**config.mk**
```make
export PLATFORM = sky130hd
export DESIGN_NAME = hazard_sequencer_flat
export DESIGN_NICKNAME = d
export VERILOG_FILES = /design/src/rtl/hz_pkg.sv /design/src/rtl/hazard_sequencer_if.sv /design/src/rtl/hz_scoreboard.sv /design/src/rtl/hazard_sequencer.sv /design/src/flat_wrapper.sv
export SDC_FILE = /design/constraint.sdc
export NUM_CORES = 1
export LEC_CHECK = 0
export CAP_MARGIN = 40
export CORE_ASPECT_RATIO = 0.5
export CORE_MARGIN = 8
export CORE_UTILIZATION = 57
export CTS_CLUSTER_DIAMETER = 100
export CTS_CLUSTER_SIZE = 12
export DETAILED_ROUTE_END_ITERATION = 8
export PLACE_DENSITY = 0.9
export SLEW_MARGIN = 15
export SYNTH_ARGS = -nofsm -noshare
export SYNTH_HDL_FRONTEND = slang
export SYNTH_SLANG_ARGS = --single-unit
```
**constraint.sdc**
```tcl
create_clock -name clk -period 3.8 [get_ports clk]
set_input_delay 0.38 -clock clk [delete_from_list [all_inputs] [get_ports clk]]
set_output_delay 0.38 -clock clk [all_outputs]
set_load 0.05 [all_outputs]
```
**src/rtl/hz_pkg.sv**
```systemverilog
// Shared types and sizing for the hazard sequencer: register-file geometry,
// register-index type and the sequencer FSM state encoding.
package hz_pkg;

    localparam int NUM_REGS  = 16;
    localparam int CNT_W     = 2;
    localparam int REG_IDX_W = $clog2(NUM_REGS);

    typedef logic [REG_IDX_W-1:0] reg_idx_t;

    typedef enum logic [1:0] {
        RUN       = 2'd0,
        STALL_MEM = 2'd1,
        FLUSH     = 2'd2
    } hz_state_e;

endpackage

```
**src/rtl/hazard_sequencer_if.sv**
```systemverilog
// Pipeline-to-sequencer bundle: ID/WB/EXE/MEM status in, stall/flush controls out.
interface hazard_sequencer_if #(
    parameter int PERF_W = 16
);

    logic              id_valid;
    hz_pkg::reg_idx_t  id_src1;
    hz_pkg::reg_idx_t  id_src2;
    logic              id_two_src;
    logic              id_wb_en;
    hz_pkg::reg_idx_t  id_dest;
    logic              wb_commit;
    hz_pkg::reg_idx_t  wb_dest;
    logic              exe_branch_taken;
    // mem_req/mem_ready: a memory access is in flight while mem_req=1 and
    // completes in the cycle where mem_ready=1; mem_req stays high until then.
    logic              mem_req;
    logic              mem_ready;

    logic              hazard;
    logic              freeze_pc;
    logic              freeze_ifid;
    logic              freeze_all;
    logic              flush;
    logic [PERF_W-1:0] stall_cycles;

    modport master (
        output id_valid, id_src1, id_src2, id_two_src, id_wb_en, id_dest,
        output wb_commit, wb_dest, exe_branch_taken, mem_req, mem_ready,
        input  hazard, freeze_pc, freeze_ifid, freeze_all, flush, stall_cycles
    );

    modport slave (
        input  id_valid, id_src1, id_src2, id_two_src, id_wb_en, id_dest,
        input  wb_commit, wb_dest, exe_branch_taken, mem_req, mem_ready,
        output hazard, freeze_pc, freeze_ifid, freeze_all, flush, stall_cycles
    );

endinterface

```
**src/rtl/hz_scoreboard.sv**
```systemverilog
// Per-register pending-write counters plus the source/destination lookups
// the sequencer uses to detect dependency hazards.
module hz_scoreboard
    import hz_pkg::*;
(
    input  logic     clk,
    input  logic     rst_n,
    input  reg_idx_t src1_i,
    input  reg_idx_t src2_i,
    input  reg_idx_t dest_i,
    input  logic     issue_i,
    input  logic     retire_i,
    input  reg_idx_t retire_dest_i,
    output logic     src1_busy_o,
    output logic     src2_busy_o,
    output logic     dest_full_o,
    output logic     underflow_o
);

    localparam logic [CNT_W-1:0] CNT_MAX = '1;

    logic [CNT_W-1:0]    cnt_q [NUM_REGS];
    logic [CNT_W-1:0]    cnt_d [NUM_REGS];
    logic [NUM_REGS-1:0] inc_vec;
    logic [NUM_REGS-1:0] dec_vec;
    logic                underflow_q;
    logic                underflow_d;

    always_comb begin
        for (int i = 0; i < NUM_REGS; i++) begin
            inc_vec[i] = issue_i  & (dest_i        == reg_idx_t'(i));
            dec_vec[i] = retire_i & (retire_dest_i == reg_idx_t'(i));
        end
    end

    // A simultaneous issue and retire on one register cancel out.
    always_comb begin
        underflow_d = underflow_q;
        for (int i = 0; i < NUM_REGS; i++) begin
            cnt_d[i] = cnt_q[i];
            if (inc_vec[i] && !dec_vec[i]) begin
                if (cnt_q[i] != CNT_MAX) begin
                    cnt_d[i] = cnt_q[i] + 1'b1;
                end
            end else if (dec_vec[i] && !inc_vec[i]) begin
                if (cnt_q[i] == '0) begin
                    underflow_d = 1'b1;
                end else begin
                    cnt_d[i] = cnt_q[i] - 1'b1;
                end
            end
        end
    end

    always_ff @(posedge clk or negedge rst_n) begin
        if (!rst_n) begin
            for (int i = 0; i < NUM_REGS; i++) begin
                cnt_q[i] <= '0;
            end
            underflow_q <= 1'b0;
        end else begin
            cnt_q       <= cnt_d;
            underflow_q <= underflow_d;
        end
    end

    assign src1_busy_o = (cnt_q[src1_i] != '0);
    assign src2_busy_o = (cnt_q[src2_i] != '0);
    assign dest_full_o = (cnt_q[dest_i] == CNT_MAX);
    assign underflow_o = underflow_q;

endmodule

```
**src/rtl/hazard_sequencer.sv**
```systemverilog
// Pipeline hazard sequencer: dependency stalls from the scoreboard, memory
// wait freezes and branch flushes, with a saturating stall-cycle counter.
module hazard_sequencer
    import hz_pkg::*;
#(
    parameter int PERF_W = 16
) (
    input  logic                 clk,
    input  logic                 rst,
    hazard_sequencer_if.slave    bus,
    output hz_state_e            dbg_state_o,
    output logic                 dbg_underflow_o
);

    hz_state_e         state_q;
    logic              br_pend_q;
    logic [PERF_W-1:0] stall_cnt_q;

    logic mem_wait;
    logic freeze_raw;
    logic in_flush;
    logic src1_busy;
    logic src2_busy;
    logic dest_full;
    logic dep_hazard;
    logic hazard_raw;
    logic flush_raw;
    logic freeze_fe_raw;
    logic issue;
    logic retire;
    logic underflow;

    assign mem_wait   = bus.mem_req & ~bus.mem_ready;
    assign freeze_raw = (state_q == STALL_MEM) ? ~bus.mem_ready : mem_wait;
    assign in_flush   = (state_q == FLUSH);

    assign dep_hazard = bus.id_valid & (src1_busy
                                      | (bus.id_two_src & src2_busy)
                                      | (bus.id_wb_en & dest_full));
    assign hazard_raw = freeze_raw | in_flush | dep_hazard;

    // A memory freeze outranks any flush; branches seen under a freeze are
    // replayed through the FLUSH state once the freeze lifts.
    assign flush_raw     = ~freeze_raw & (((state_q == RUN) & bus.exe_branch_taken) | in_flush);
    assign freeze_fe_raw = (hazard_raw & ~flush_raw) | freeze_raw;

    assign issue  = bus.id_valid & bus.id_wb_en & ~hazard_raw & ~freeze_raw & ~flush_raw;
    assign retire = bus.wb_commit & ~freeze_raw;

    hz_scoreboard u_scoreboard (
        .clk           (clk),
        .rst_n         (rst),
        .src1_i        (bus.id_src1),
        .src2_i        (bus.id_src2),
        .dest_i        (bus.id_dest),
        .issue_i       (issue),
        .retire_i      (retire),
        .retire_dest_i (bus.wb_dest),
        .src1_busy_o   (src1_busy),
        .src2_busy_o   (src2_busy),
        .dest_full_o   (dest_full),
        .underflow_o   (underflow)
    );

    always_ff @(posedge clk or negedge rst) begin
        if (!rst) begin
            state_q   <= RUN;
            br_pend_q <= 1'b0;
        end else begin
            case (state_q)
                RUN, FLUSH: begin
                    if (mem_wait) begin
                        state_q   <= STALL_MEM;
                        br_pend_q <= bus.exe_branch_taken | in_flush;
                    end else if (bus.exe_branch_taken) begin
                        state_q   <= FLUSH;
                        br_pend_q <= 1'b0;
                    end else begin
                        state_q   <= RUN;
                        br_pend_q <= 1'b0;
                    end
                end
                STALL_MEM: begin
                    if (bus.mem_ready) begin
                        state_q   <= (br_pend_q | bus.exe_branch_taken) ? FLUSH : RUN;
                        br_pend_q <= 1'b0;
                    end else begin
                        br_pend_q <= br_pend_q | bus.exe_branch_taken;
                    end
                end
                default: begin
                    state_q   <= RUN;
                    br_pend_q <= 1'b0;
                end
            endcase
        end
    end

    always_ff @(posedge clk or negedge rst) begin
        if (!rst) begin
            stall_cnt_q <= '0;
        end else if (hazard_raw && (stall_cnt_q != '1)) begin
            stall_cnt_q <= stall_cnt_q + 1'b1;
        end
    end

    // Reset gates the combinational controls so nothing leaks while rst=0.
    assign bus.hazard       = rst & hazard_raw;
    assign bus.freeze_all   = rst & freeze_raw;
    assign bus.flush        = rst & flush_raw;
    assign bus.freeze_pc    = rst & freeze_fe_raw;
    assign bus.freeze_ifid  = rst & freeze_fe_raw;
    assign bus.stall_cycles = stall_cnt_q;

    assign dbg_state_o     = state_q;
    assign dbg_underflow_o = underflow;

endmodule

```
**src/flat_wrapper.sv**
```systemverilog
// flat-port wrapper written by rule: the top's interface ports become plain ports
module hazard_sequencer_flat import hz_pkg::*;
#(
    parameter int PERF_W = 16
)
  (clk, rst, dbg_state_o, dbg_underflow_o, bus_id_valid, bus_id_src1, bus_id_src2, bus_id_two_src, bus_id_wb_en, bus_id_dest, bus_wb_commit, bus_wb_dest, bus_exe_branch_taken, bus_mem_req, bus_mem_ready, bus_hazard, bus_freeze_pc, bus_freeze_ifid, bus_freeze_all, bus_flush, bus_stall_cycles);
  hazard_sequencer_if #(.PERF_W(PERF_W)) bus_i ();
  input  logic clk;
  input  logic rst;
  output hz_state_e dbg_state_o;
  output logic dbg_underflow_o;
  input wire logic [$bits(bus_i.id_valid)-1:0] bus_id_valid;
  input wire logic [$bits(bus_i.id_src1)-1:0] bus_id_src1;
  input wire logic [$bits(bus_i.id_src2)-1:0] bus_id_src2;
  input wire logic [$bits(bus_i.id_two_src)-1:0] bus_id_two_src;
  input wire logic [$bits(bus_i.id_wb_en)-1:0] bus_id_wb_en;
  input wire logic [$bits(bus_i.id_dest)-1:0] bus_id_dest;
  input wire logic [$bits(bus_i.wb_commit)-1:0] bus_wb_commit;
  input wire logic [$bits(bus_i.wb_dest)-1:0] bus_wb_dest;
  input wire logic [$bits(bus_i.exe_branch_taken)-1:0] bus_exe_branch_taken;
  input wire logic [$bits(bus_i.mem_req)-1:0] bus_mem_req;
  input wire logic [$bits(bus_i.mem_ready)-1:0] bus_mem_ready;
  output wire logic [$bits(bus_i.hazard)-1:0] bus_hazard;
  output wire logic [$bits(bus_i.freeze_pc)-1:0] bus_freeze_pc;
  output wire logic [$bits(bus_i.freeze_ifid)-1:0] bus_freeze_ifid;
  output wire logic [$bits(bus_i.freeze_all)-1:0] bus_freeze_all;
  output wire logic [$bits(bus_i.flush)-1:0] bus_flush;
  output wire logic [$bits(bus_i.stall_cycles)-1:0] bus_stall_cycles;
  assign bus_i.id_valid = bus_id_valid;
  assign bus_i.id_src1 = bus_id_src1;
  assign bus_i.id_src2 = bus_id_src2;
  assign bus_i.id_two_src = bus_id_two_src;
  assign bus_i.id_wb_en = bus_id_wb_en;
  assign bus_i.id_dest = bus_id_dest;
  assign bus_i.wb_commit = bus_wb_commit;
  assign bus_i.wb_dest = bus_wb_dest;
  assign bus_i.exe_branch_taken = bus_exe_branch_taken;
  assign bus_i.mem_req = bus_mem_req;
  assign bus_i.mem_ready = bus_mem_ready;
  assign bus_hazard = bus_i.hazard;
  assign bus_freeze_pc = bus_i.freeze_pc;
  assign bus_freeze_ifid = bus_i.freeze_ifid;
  assign bus_freeze_all = bus_i.freeze_all;
  assign bus_flush = bus_i.flush;
  assign bus_stall_cycles = bus_i.stall_cycles;
  hazard_sequencer #(.PERF_W(PERF_W)) u_core (.clk(clk), .rst(rst), .bus(bus_i), .dbg_state_o(dbg_state_o), .dbg_underflow_o(dbg_underflow_o));
endmodule
```
==> flow_summary.yaml, run 1 <==
synth:
  synthesis.nets: 535
  synth_edf_count: 0
  synth_ff_type: "dfrtp_1"
  ys_types: 49
  syn_area_sq_mm: 0.00410
  synth-seq-cells: 52
  synthCells: 477
  yosysWarnings: 0
  yosysSeqAreaShare_pct: 31.7
  synth.avg_cell_area_sq_um: 8.59
  async_flop_share_pct: 100
sta:
  holdWs_ns: 0.273
  skew_ns: 0.00951
  setup_viol: 0
  post-route-period-util_pct: 98.0
  drv_slew: 0
  tightest_slew_ns: 0.907
  clock.fmax_mhz: 269
  post-route-min-period_ns: 3.72
  finalHoldViolCount: 0
  slew_headroom_pct: 39.1
floorplan:
  initial_core_util_pct: 60.0
  core-area_sq_mm: 0.00683
  die_h_microns: 76.0
  rows: 21
  ioPinCount: 49
  die_area_sq_mm: 0.0103
  chipWidth_microns: 136
setup_path:
  worstPathArrival_ns: 3.88
  slowest_delay_ns: 0.53
  crit_family: "simple AND/OR/NAND/NOR gates"
  critical_path_required_ns: 3.96
  r2r_start: "u_core.u_scoreboard.cnt_q[0]$_DFFE_PN0P_"
  crit_cells: 14
  r2r_cells: 12
  end_kind: "register"
  crit_top_cell: "mux2i_1"
  crit_type: "in2reg"
  crit_fanout: 15
  critPathLaunchType: "primary input"
  path_cells: "clkdlybuf4s50_1, buf_12, mux4_2, mux2i_1, mux2i_1, o21ai_1, o211a_1, and4b_1, nand3_1, ha_1, nor4b_1, or4_1, nor4_2, nand4_1"
  critPathSlowestCell: "or4_1"
  critPathLaunch: "bus_id_dest[0]"
  crit_buf_inv: 2
grt:
  overflow: 0
  grt_use_total_pct: 21.8
  antenna_found_initial: 0
  grt_first_pass_wirelength_microns: 18200
  grt_max_degree: 53
  grt_pass1_vias: 3680
final_layout:
  drive_gt1_share_pct: 10.7
  layout_common_cells: "nand2_1, dfrtp_1, o21ai_0, clkdlybuf4s50_1, inv_1"
  layout_commonest_cell: "nand2_1"
  nets: 601
  stdcell_count: 636
  fill_cells: 493
  synthToLayoutAreaGrowth_pct: 21.6
  antennaDiodeCount: 0
clock_network:
  hold_buffers: 0
  clockBufferDepth: 2
  clk_pin_slew_ns: 0.08
  root_buffer: "clkbuf_16"
  cts-buffers-inserted: 5
  cts.sinks: 52
  h-tree-depth: 2
  tritoncts: "built"
  clock_latency_ns: 0.31
placed_design:
  globalplace.congestion: 0.962
  dp.cells: 627
  port_buffers: 48
  dp.final_hpwl_microns: 8470
worst_hold_path:
  min_path_type: "in2async"
route:
  via_per_inst: 6.25
  vias: 3972
  ant_nets: 0
  wirelength_microns: 11500
  drt_iter0_markers: 516
  drc: 0
  dr.pass1.iters: 8
  wl_per_cell_microns: 18.1
power_and_ir_drop:
  vdd_drop_max_mv: 0.293
  cellLeakagePower_nw: 2.51
  p_per_area_mw_per_mm2: 326
job:
  drv_cap: 0
status:
  outcome: "finished clean"
path summary, 6_finish.rpt:
| path | to | slack [ns] |
|---|---|---|
| max in group asynchronous | u_core.u_scoreboard.cnt_q[12]$_DFFE_PN0P_ | 3.05 |
| worst max register to register | u_core.u_scoreboard.underflow_o$_DFF_PN0_ | 0.20 |
| worst min-delay path | u_core.u_scoreboard.cnt_q[20]$_DFFE_PN0P_ | 0.27 |
| min in group clk | u_core.bus.stall_cycles[15]$_DFFE_PN0P_ | 0.51 |
| worst min register to register | u_core.bus.stall_cycles[15]$_DFFE_PN0P_ | 0.51 |
| worst max-delay path | u_core.u_scoreboard.underflow_o$_DFF_PN0_ | 0.08 |
cells by family after synthesis:
| logic type | after synthesis | share of synthesized area [%] |
|---|---|---|
| simple gates | 196 | 24.6 |
| flops | 52 | 31.7 |
| mux | 32 | 11.0 |
| fa+ha+maj | 33 | 10.1 |
| compound gates | 98 | 13.6 |
| buf+inv | 52 | 6.04 |
| xor+xnor | 14 | 2.99 |
report_power, final:
| part | leakage, nW | switching, mW | internal [mW] | total (mW) |
|---|---|---|---|---|
| Combinational | 1.74 | 0.310 | 0.191 | 0.501 |
| Clock | 0.0671 | 0.223 | 0.246 | 0.470 |
| Sequential | 0.701 | 0.0617 | 0.594 | 0.656 |
layer usage:
layer	vias to the layer above	GRT usage [%]	share of wire [%]
met1	1826	27.3	39
li1	1809	-	-
met3	63	5.66	13
met2	274	34.7	44
met4	0	9.58	3.6
met5	-	0	0
registers in the layout, indices dropped and copies added (netlist names):
signal / count
u_core.br_pend_q: 1
u_core.dbg_state_o: 2
u_core.bus.stall_cycles: 16
u_core.u_scoreboard.underflow_o: 1
u_core.u_scoreboard.cnt_q: 32
final cells by class:
type                            instances  area (sq um)  area share (%)
Clock buffer                            6           129            2.59
Clock inverter                          2          16.3           0.326
Inverter                               41           154            3.09
Multi-Input combinational cell        373          2560            51.4
Sequential cell                        52          1300            26.1
Tap cell                               92           115            2.31
Timing Repair Buffer                   70           708            14.2
cell usage after synthesis, types with 5 or more instances:
cell type | count | area (sq um)
nand2_1 | 68 | 255
dfrtp_1 | 52 | 1300
o21ai_0 | 45 | 225
inv_1 | 39 | 146
ha_1 | 33 | 413
a21oi_1 | 29 | 145
nor2_1 | 28 | 105
nor3_1 | 25 | 125
nor2b_1 | 21 | 131
mux2i_1 | 17 | 170
nand3_1 | 13 | 65.1
o21bai_1 | 12 | 90.1
xor2_1 | 12 | 105
mux4_2 | 10 | 225
nor4b_1 | 10 | 87.6
nand2b_1 | 5 | 31.3
through the flow:
step                worst slack (ns)  power (mW)  utilization (%)  area [sq um]  TNS (ns)
floorplan                      0.351       0.956                -          4100         0
global placement              0.0191        1.14             70.6          4820         0
detailed placement            -0.160        1.16             70.6          4820    -0.160
CTS                           0.0838        1.62             72.7          4970         0
global route                 -0.0165        1.69             72.9          4980   -0.0165
finish                        0.0763        1.63             72.9          4980         0
what timing repair did:
action | 4_1_cts | 5_1_grt
hold endpoints to repair | 0 | 0
gates resized for setup | 0 | 2
endpoints found under the setup margin | 0 | 1
setup buffers | 0 | 1
(Power assumes the default switching activity.)
==> run 2, diff against run 1 <==
--- a/config.mk
+++ b/config.mk
@@ -8,11 +8,11 @@
 export CAP_MARGIN = 40
 export CORE_ASPECT_RATIO = 0.5
 export CORE_MARGIN = 8
-export CORE_UTILIZATION = 57
+export CORE_UTILIZATION = 51
 export CTS_CLUSTER_DIAMETER = 100
 export CTS_CLUSTER_SIZE = 12
 export DETAILED_ROUTE_END_ITERATION = 8
-export PLACE_DENSITY = 0.9
+export PLACE_DENSITY = 0.86
 export SLEW_MARGIN = 15
 export SYNTH_ARGS = -nofsm -noshare
 export SYNTH_HDL_FRONTEND = slang
==> constraint.sdc (replaced) <==
create_clock -name clk -period 3 [get_ports clk]
set_input_delay 0.3 -clock clk [delete_from_list [all_inputs] [get_ports clk]]
set_output_delay 0.3 -clock clk [all_outputs]
set_load 0.05 [all_outputs]
==> flow_summary.yaml, run 2 (same netlist as run 1, synthesis figures left out) <==
status:
  outcome: "finished with violations"
  failed_checks: "negative setup slack"
placed_design:
  globalplace.congestion: 1.01
  dp.final_hpwl_microns: 8900
  post_dp_cell_area_sq_mm: 0.00526
  dp_slack_ns: -0.833
  port_buffers: 48
setup_path:
  slowest_delay_ns: 0.63
  crit_family: "compound AO/OA/AOI/OAI gates"
  crit_type: "in2reg"
  end_kind: "register"
  reg2reg_slack_ns: -0.76
  crit_fanout: 5
  critPathSlowestCell: "o41ai_1"
  worstPathArrival_ns: 4.01
  crit_buf_inv: 7
  critical_path_required_ns: 3.23
  path_cells: "clkdlybuf4s15_1, bufbuf_16, buf_4, nand2b_1, o22ai_2, nor4b_1, o21ai_1, o211a_1, buf_4, buf_4, and4_4, buf_4, nand2_1, inv_1, ha_1, o41ai_1, a311oi_1, nand4_1"
  crit_top_cell: "buf_4"
  critPathLaunchType: "primary input"
floorplan:
  die_h_microns: 79.4
  core-area_sq_mm: 0.00791
  rows: 23
  ioPinCount: 49
  die_area_sq_mm: 0.0113
  initial_core_util_pct: 51.8
  chipWidth_microns: 143
sta:
  clock.fmax_mhz: 265
  skew_ns: 0.00366
  setup_viol: 34
  post-route-period-util_pct: 126
  holdWs_ns: 0.235
  post-route-min-period_ns: 3.78
  drv_slew: 0
  tightest_slew_ns: 0.809
  finalSetupTns_ns: -9.47
  slew_headroom_pct: 45.9
  rsz0062_at_grt: "yes"
  setup_slack_ns: -0.780
  finalHoldViolCount: 0
clock_network:
  tritoncts: "built"
  clk_pin_slew_ns: 0.07
  cts-buffers-inserted: 5
  cts.sinks: 52
  clockBufferDepth: 2
  h-tree-depth: 2
  clock_latency_ns: 0.30
  hold_buffers: 0
  root_buffer: "clkbuf_16"
grt:
  overflow: 0
  grt_pass1_vias: 4243
  grt_use_total_pct: 23.2
  grt_first_pass_wirelength_microns: 20900
  grt_max_degree: 53
  antenna_found_initial: 2
job:
  drv_cap: 0
power_and_ir_drop:
  p_per_area_mw_per_mm2: 351
  vdd_drop_max_mv: 0.509
  cellLeakagePower_nw: 2.99
final_layout:
  top_register: "u_core.u_scoreboard.cnt_q"
  fin_util_pct: 77.2
  layout_common_cells: "buf_4, nand2_1, dfrtp_1, clkdlybuf4s50_1, o21ai_0"
  synthToLayoutAreaGrowth_pct: 49.1
  finalInstanceArea_sq_mm: 0.00611
  largest_reg_flops: 32
  nets: 674
  layout_commonest_cell: "buf_4"
  drive_gt1_share_pct: 33.4
route:
  vias: 4815
  dr.pass1.iters: 9
  via_per_inst: 6.60
  wirelength_microns: 17100
  drc: 0
  drt_iter0_markers: 796
  wl_per_cell_microns: 23.4
  ant_nets: 0
worst_hold_path:
  min_path_type: "in2async"
-- run 2: worst paths after layout --
| check | startpoint | endpoint | cells after the start |
|---|---|---|---|
| worst max register to register | u_core.u_scoreboard.cnt_q[11]$_DFFE_PN0P_ | u_core.u_scoreboard.underflow_o$_DFF_PN0_ | 16 |
| min in group clk | u_core.bus.stall_cycles[6]$_DFFE_PN0P_ | u_core.bus.stall_cycles[6]$_DFFE_PN0P_ | 1 |
| max in group asynchronous | rst | u_core.u_scoreboard.cnt_q[27]$_DFFE_PN0P_ | 2 |
| worst min-delay path | rst | u_core.u_scoreboard.cnt_q[22]$_DFFE_PN0P_ | 2 |
| worst min register to register | u_core.bus.stall_cycles[6]$_DFFE_PN0P_ | u_core.bus.stall_cycles[6]$_DFFE_PN0P_ | 1 |
| worst max-delay path | bus_id_dest[0] | u_core.u_scoreboard.underflow_o$_DFF_PN0_ | 18 |
-- run 2: what timing repair did --
action	CTS	global route
resized for setup	28	98
pin swaps	6	16
cloned	1	0
endpoints found under the hold margin	0	0
buffers inserted	7	12
endpoints found under the setup margin	28	33
-- run 2: layer usage --
layer  wire [microns]  global-route usage (%)  vias to the layer above
li1                 -                       -                     1954
met1             5940                    27.6                     2218
met2             7250                    39.2                      453
met3             2340                    5.37                      188
met4             1580                    12.3                        2
met5               16                       0                        -
-- run 2: where the power goes --
part | switching [mW] | internal (mW) | total (mW)
clock | 0.283 | 0.313 | 0.596
sequential | 0.0729 | 0.753 | 0.826
combinational | 0.435 | 0.288 | 0.722
-- run 2: area by class of cell --
type	instances	area [sq um]
fill	427	1800
timing repair buffer	143	1340
inverter	41	161
multi-input combinational	373	3010
sequential	52	1310
clock inverter	3	22.5
clock buffer	5	125
tap	112	140
antenna	1	2.50
-- run 2: worst reg2reg max path, cell delays in order, from the launching register on --
cell and delay (ns):
dfrtp_1 0.54, buf_4 0.22, mux2_2 0.17, o22ai_2 0.10
nor4b_1 0.32, o21ai_1 0.17, o211a_1 0.21, buf_4 0.14
buf_4 0.13, and4_4 0.21, buf_4 0.16, nand2_1 0.14
inv_1 0.09, ha_1 0.21, o41ai_1 0.63, a311oi_1 0.12
nand4_1 0.14
-- run 2: through the flow --
step	total power [mW]	cells
2_1_floorplan	1.21	477
5_1_grt	2.23	730
3_5_place_dp	1.48	701
3_3_place_gp	1.46	701
4_1_cts	2.10	717
6_report	2.14	730
